**src/rtl/tplatch_bank.sv**
```systemverilog
// tplatch_bank: CHANNELS independent WIDTH-bit latches emulated synchronously
// on MasterClock. Each channel has its own enable, and there is a global freeze.
// Each channel also provides a sticky Valid flag and a one-cycle Closed pulse.
// TRANSPARENT selects between pass-through while open (1) and a purely
// registered output (0).
// Optional feature: define TPLATCH_BANK_SNAPSHOT_EN to add the Snap/SnapQ
// snapshot register, which captures the combinational Q on request.
module tplatch_bank #(
    parameter int              WIDTH       = 8,
    parameter int              CHANNELS    = 4,
    parameter int              TRANSPARENT = 1,
    parameter logic [WIDTH-1:0] RESET_VAL  = '0
) (
    input  logic                        MasterClock,
    input  logic                        Reset,
    input  logic [WIDTH*CHANNELS-1:0]   D,
    input  logic [CHANNELS-1:0]         EB,
    input  logic                        Freeze,
    output logic [WIDTH*CHANNELS-1:0]   Q,
    output logic [CHANNELS-1:0]         Valid,
`ifdef TPLATCH_BANK_SNAPSHOT_EN
    input  logic                        Snap,
    output logic [WIDTH*CHANNELS-1:0]   SnapQ,
`endif
    output logic [CHANNELS-1:0]         Closed
);

    localparam int TW = WIDTH * CHANNELS;

    logic [CHANNELS-1:0] ebe;
    logic [TW-1:0]       held_q, held_d;
    logic [CHANNELS-1:0] valid_q, valid_d;
    logic [CHANNELS-1:0] en_prev_q, en_prev_d;
    logic [CHANNELS-1:0] closed_q, closed_d;

    // Freeze masks every enable, so it behaves exactly like a close.
    assign ebe = EB & {CHANNELS{~Freeze}};

    // Next-state: capture open channels, remember the enable, and detect the falling enable.
    always_comb begin
        held_d    = held_q;
        valid_d   = valid_q | ebe;
        en_prev_d = ebe;
        closed_d  = en_prev_q & ~ebe;
        for (int c = 0; c < CHANNELS; c++) begin
            if (ebe[c]) begin
                held_d[c*WIDTH +: WIDTH] = D[c*WIDTH +: WIDTH];
            end
        end
    end

    // State registers; reset discards any capture in progress, including a pending close.
    always_ff @(posedge MasterClock) begin
        if (Reset) begin
            held_q    <= {CHANNELS{RESET_VAL}};
            valid_q   <= '0;
            en_prev_q <= '0;
            closed_q  <= '0;
        end else begin
            held_q    <= held_d;
            valid_q   <= valid_d;
            en_prev_q <= en_prev_d;
            closed_q  <= closed_d;
        end
    end

    // Output mux: pass D through on open channels in transparent mode; reset overrides combinationally.
    always_comb begin
        Q = held_q;
        if (TRANSPARENT != 0) begin
            for (int c = 0; c < CHANNELS; c++) begin
                if (ebe[c]) begin
                    Q[c*WIDTH +: WIDTH] = D[c*WIDTH +: WIDTH];
                end
            end
        end
        if (Reset) begin
            Q = {CHANNELS{RESET_VAL}};
        end
    end

    assign Valid  = valid_q;
    assign Closed = closed_q;

`ifdef TPLATCH_BANK_SNAPSHOT_EN
    logic [TW-1:0] snap_q, snap_d;

    // Snapshot next value: grab the visible Q, ignoring Freeze.
    always_comb begin
        snap_d = snap_q;
        if (Snap) begin
            snap_d = Q;
        end
    end

    // Snapshot register.
    always_ff @(posedge MasterClock) begin
        if (Reset) begin
            snap_q <= {CHANNELS{RESET_VAL}};
        end else begin
            snap_q <= snap_d;
        end
    end

    assign SnapQ = snap_q;
`endif

endmodule

```
**config.mk**
```make
export PLATFORM = sky130hd
export DESIGN_NAME = tplatch_bank
export DESIGN_NICKNAME = d
export VERILOG_FILES = /design/src/rtl/tplatch_bank.sv
export SDC_FILE = /design/constraint.sdc
export NUM_CORES = 1
export LEC_CHECK = 0
export BUFFER_PORTS_ARGS = -buffer_cell sky130_fd_sc_hd__clkbuf_2
export CORE_AREA = 3 3 67 69
export DETAILED_ROUTE_END_ITERATION = 10
export DIE_AREA = 0 0 70 72
export GPL_TIMING_DRIVEN = 0
export MAX_ROUTING_LAYER = met4
export PLACE_DENSITY_LB_ADDON = 0.05
export REMOVE_ABC_BUFFERS = 1
export SLEW_MARGIN = 30
export SYNTH_ARGS = -nofsm -noshare
export SYNTH_HDL_FRONTEND = slang
export SYNTH_SLANG_ARGS = --single-unit
export TNS_END_PERCENT = 20
```
**constraint.sdc**
```tcl
create_clock -name MasterClock -period 1.53 [get_ports MasterClock]
set_input_delay 0.459 -clock MasterClock [delete_from_list [all_inputs] [get_ports MasterClock]]
set_output_delay 0.459 -clock MasterClock [all_outputs]
set_load 0.02 [all_outputs]
```
==> results by group <==
Floorplan
  – Die height: 72 um
  – Die area: 5040 um2
  – Num rows: 23
  – Floorplan core area: 3970 um2
  – Die W: roughly 70 um
  – Io pins: roughly 80
  – Starting Density: 46.6%

Power
  – Leak: 1.63 nW
  – Worst vdd ir: roughly 0.86 mV
  – PD cells: 775 nW/um2
  – Total power draw: 0.00281 W

STA
  – Fmax achieved: 620 MHz
  – Fin crit share: 105%
  – Hold WS: between 400 and 500 ps
  – Final setup margin: -82.7 ps
  – Minimum period implied by the final worst setup slack: 1610 ps
  – Worst Clk Skew: 7.65 ps
  – Max-slew headroom: ~84%
  – Fin. max-slew vios: 0
  – Endpoints failing setup: 30
  – Unrepaired setup endpoints after global routing: yes
  – Final Hold Fails: 0
  – Worst-Margin Slew: 239 ps

Worst setup path
  – Arrival time worst endpoint: 1150 ps
  – Critical-path top delay cell: nand4bb_1
  – Crit-path cells: clkbuf_16, nand4bb_1, o21ai_2, clkbuf_8
  – Worst path top cell family by delay: buffers and inverters
  – Worst stage delay on the critical path: 240 ps
  – Crit end category: output port
  – WP buf/inv: 2
  – Worst Setup Start Kind: primary input
  – Crit path required time: between 1000 and 1500 ps
  – Crit path kind: primary input to output port
  – Worst-path fanout max: 6

Yosys
  – Cell taking the most area after synthesis: dfxtp_1
  – Count leader, synth: dfxtp_1
  – EDFF count, synth: 0
  – Seq/Total Area, Yosys: 47.6%
  – Yosys warning total: 0
  – Syn Area/Cell: around 11 um2
  – Mapped Cells: around 180
  – Largest cells by area after synthesis: dfxtp_1 48%, nand4bb_1 19%, nand2b_1 12%
  – Yosys top cell area share: 47.6%
  – Async S/R FF share, synth: 0%
  – Synth Flop Type: dfxtp_1
  – Mapped Area: 1850 um2
  – Commonest cells in the netlist: 44 x dfxtp_1, 34 x nand2b_1, 32 x nand4bb_1, 32 x o21ai_1, 8 x clkbuf_1
  – Register bit total from synthesis: 44
  – Library cells used by synthesis: 14

Drt
  – 1st-iter DRT viols: 105
  – Via/cell ratio: 5.70
  – Routed WL: 7780 um
  – DR vias: 1897
  – Routed length per instance: 23.4 um
  – DRC errors left: 0
  – Drt pass-1 iters: 4
  – Antenna-violating nets left: 0

Clock network
  – CTS tree: built
  – H-tree Lvls: 2
  – Clk_lat worst skew: 290 ps
  – CTS Buf Count: 5
  – CTS root buf: clkbuf_8
  – Longest Clk Path Bufs: 2
  – Clock sinks: 44
  – CTS clk-pin slew, worst paths: 90 ps

Global routing
  – GR Overflow Total: 0
  – Largest net degree at the start of global routing: 15
  – GRT Total Usage: 32.0%
  – Antenna violations before repair: 0
  – First-pass GRT wire length: between 10000 and 15000 um
  – Vias in the first global route: 2107

Cells and area
  – Syn-to-layout area delta: 96.1%
  – Count of filler cells inserted in the layout: ~150
  – Multi-input combinational cell area: roughly 1400 um2
  – Ant diodes: 0
  – Fin nets: 321
  – Seq. cell area: 888 um2
  – Post-layout util: 91.3%
  – Share of cells above drive strength 1: 72.1%

Placed design
  – Setup slack after placement: -945 ps
  – Post-DP HPWL: 2840 um
  – Port bufs: 78
  – Gp weighted congestion: 0.783

Min path
  – HP Class: primary input to register

Job
  – Max_cap viols: 0

Status
  – Failing checks: negative setup slack
  – Status: finished with violations
==> worst register-to-register path, cell delays in order (launching register included) <==
cell      delay (ps)
dfxtp_1          330
nand2b_4          60
o21ai_2           70
buf_4            140
buf_4            120
buf_4            130
buf_4            120
buf_4            120
buf_4            120
==> layout by cell type (no fill, tap or decap), types with 8 or more instances in the layout <==
cell type,n
clkbuf_8,40
clkbuf_2,40
dfxtp_1,38
o21ai_2,31
nand2b_4,29
nand4bb_1,28
buf_4,20
clkbuf_16,13
nor2b_4,8
==> power breakdown <==
group          switching [W]  internal [W]  leakage (nW)  total (W)
combinational       0.000294      0.000387          1.21   0.000681
clock               0.000404      0.000484        0.0541   0.000888
sequential         0.0000392       0.00120         0.363    0.00124
==> timing repair <==
action	in CTS	in global routing
hold buffers	0	0
buffers inserted	19	1
setup endpoints to repair	65	32
cloned	17	0
pin swaps	43	3
gates resized for setup	160	16
==> cell families after synthesis <==
logic type / Yosys count / synth area share (%)
AO/OA/AOI/OAI: 36 / 10.3
buffers and inverters: 18 / 5.28
flip-flops: 44 / 47.6
AND/OR/NAND/NOR: 78 / 36.8
==> stage by stage <==
stage	TNS [ps]	cells	instance area [um2]
after global placement	-34780	288	2210
after floorplan	-2290	160	1760
after CTS	-158	332	3550
after detailed placement	-41250	288	2210
final	-855	333	3630
after global routing	-1610	333	3630
==> sequential cells by signal (all words and copies together) (netlist names) <==
name / count
Closed: 4
Valid: 4
en_prev_q: 4
held_q: 32
==> area by class of cell <==
| class | instances | area share (%) |
|---|---|---|
| multi-input cells | 118 | 37.7 |
| clock buffers | 5 | 1.90 |
| flip-flops and latches | 44 | 24.5 |
| clock inverters | 3 | 1.17 |
| inverters | 2 | 0.207 |
| repair buffers | 111 | 32.8 |
| well taps | 50 | 1.72 |
==> routing by layer <==
metal / global-route usage (%) / part of all wire [%] / up-vias
met5: - / 0 / -
met2: 54.2 / 50 / 96
met4: 10.4 / 3.0 / 0
met3: 6.23 / 7.2 / 23
li1: - / - / 839
met1: 38.6 / 39 / 939
==> worst paths after layout <==
| kind | from | end | slack [ps] | depth (start not counted) |
|---|---|---|---|---|
| max | Freeze | Q[21] | -80 | 4 |
| min | Reset | en_prev_q[1]$_SDFF_PP0_ | 400 | 2 |
| max reg2reg | held_q[2]$_DFF_P_ | held_q[2]$_DFF_P_ | 220 | 8 |
| min reg2reg | Valid[3]$_SDFF_PP0_ | Valid[3]$_SDFF_PP0_ | 460 | 2 |
(Power assumes the default switching activity.)
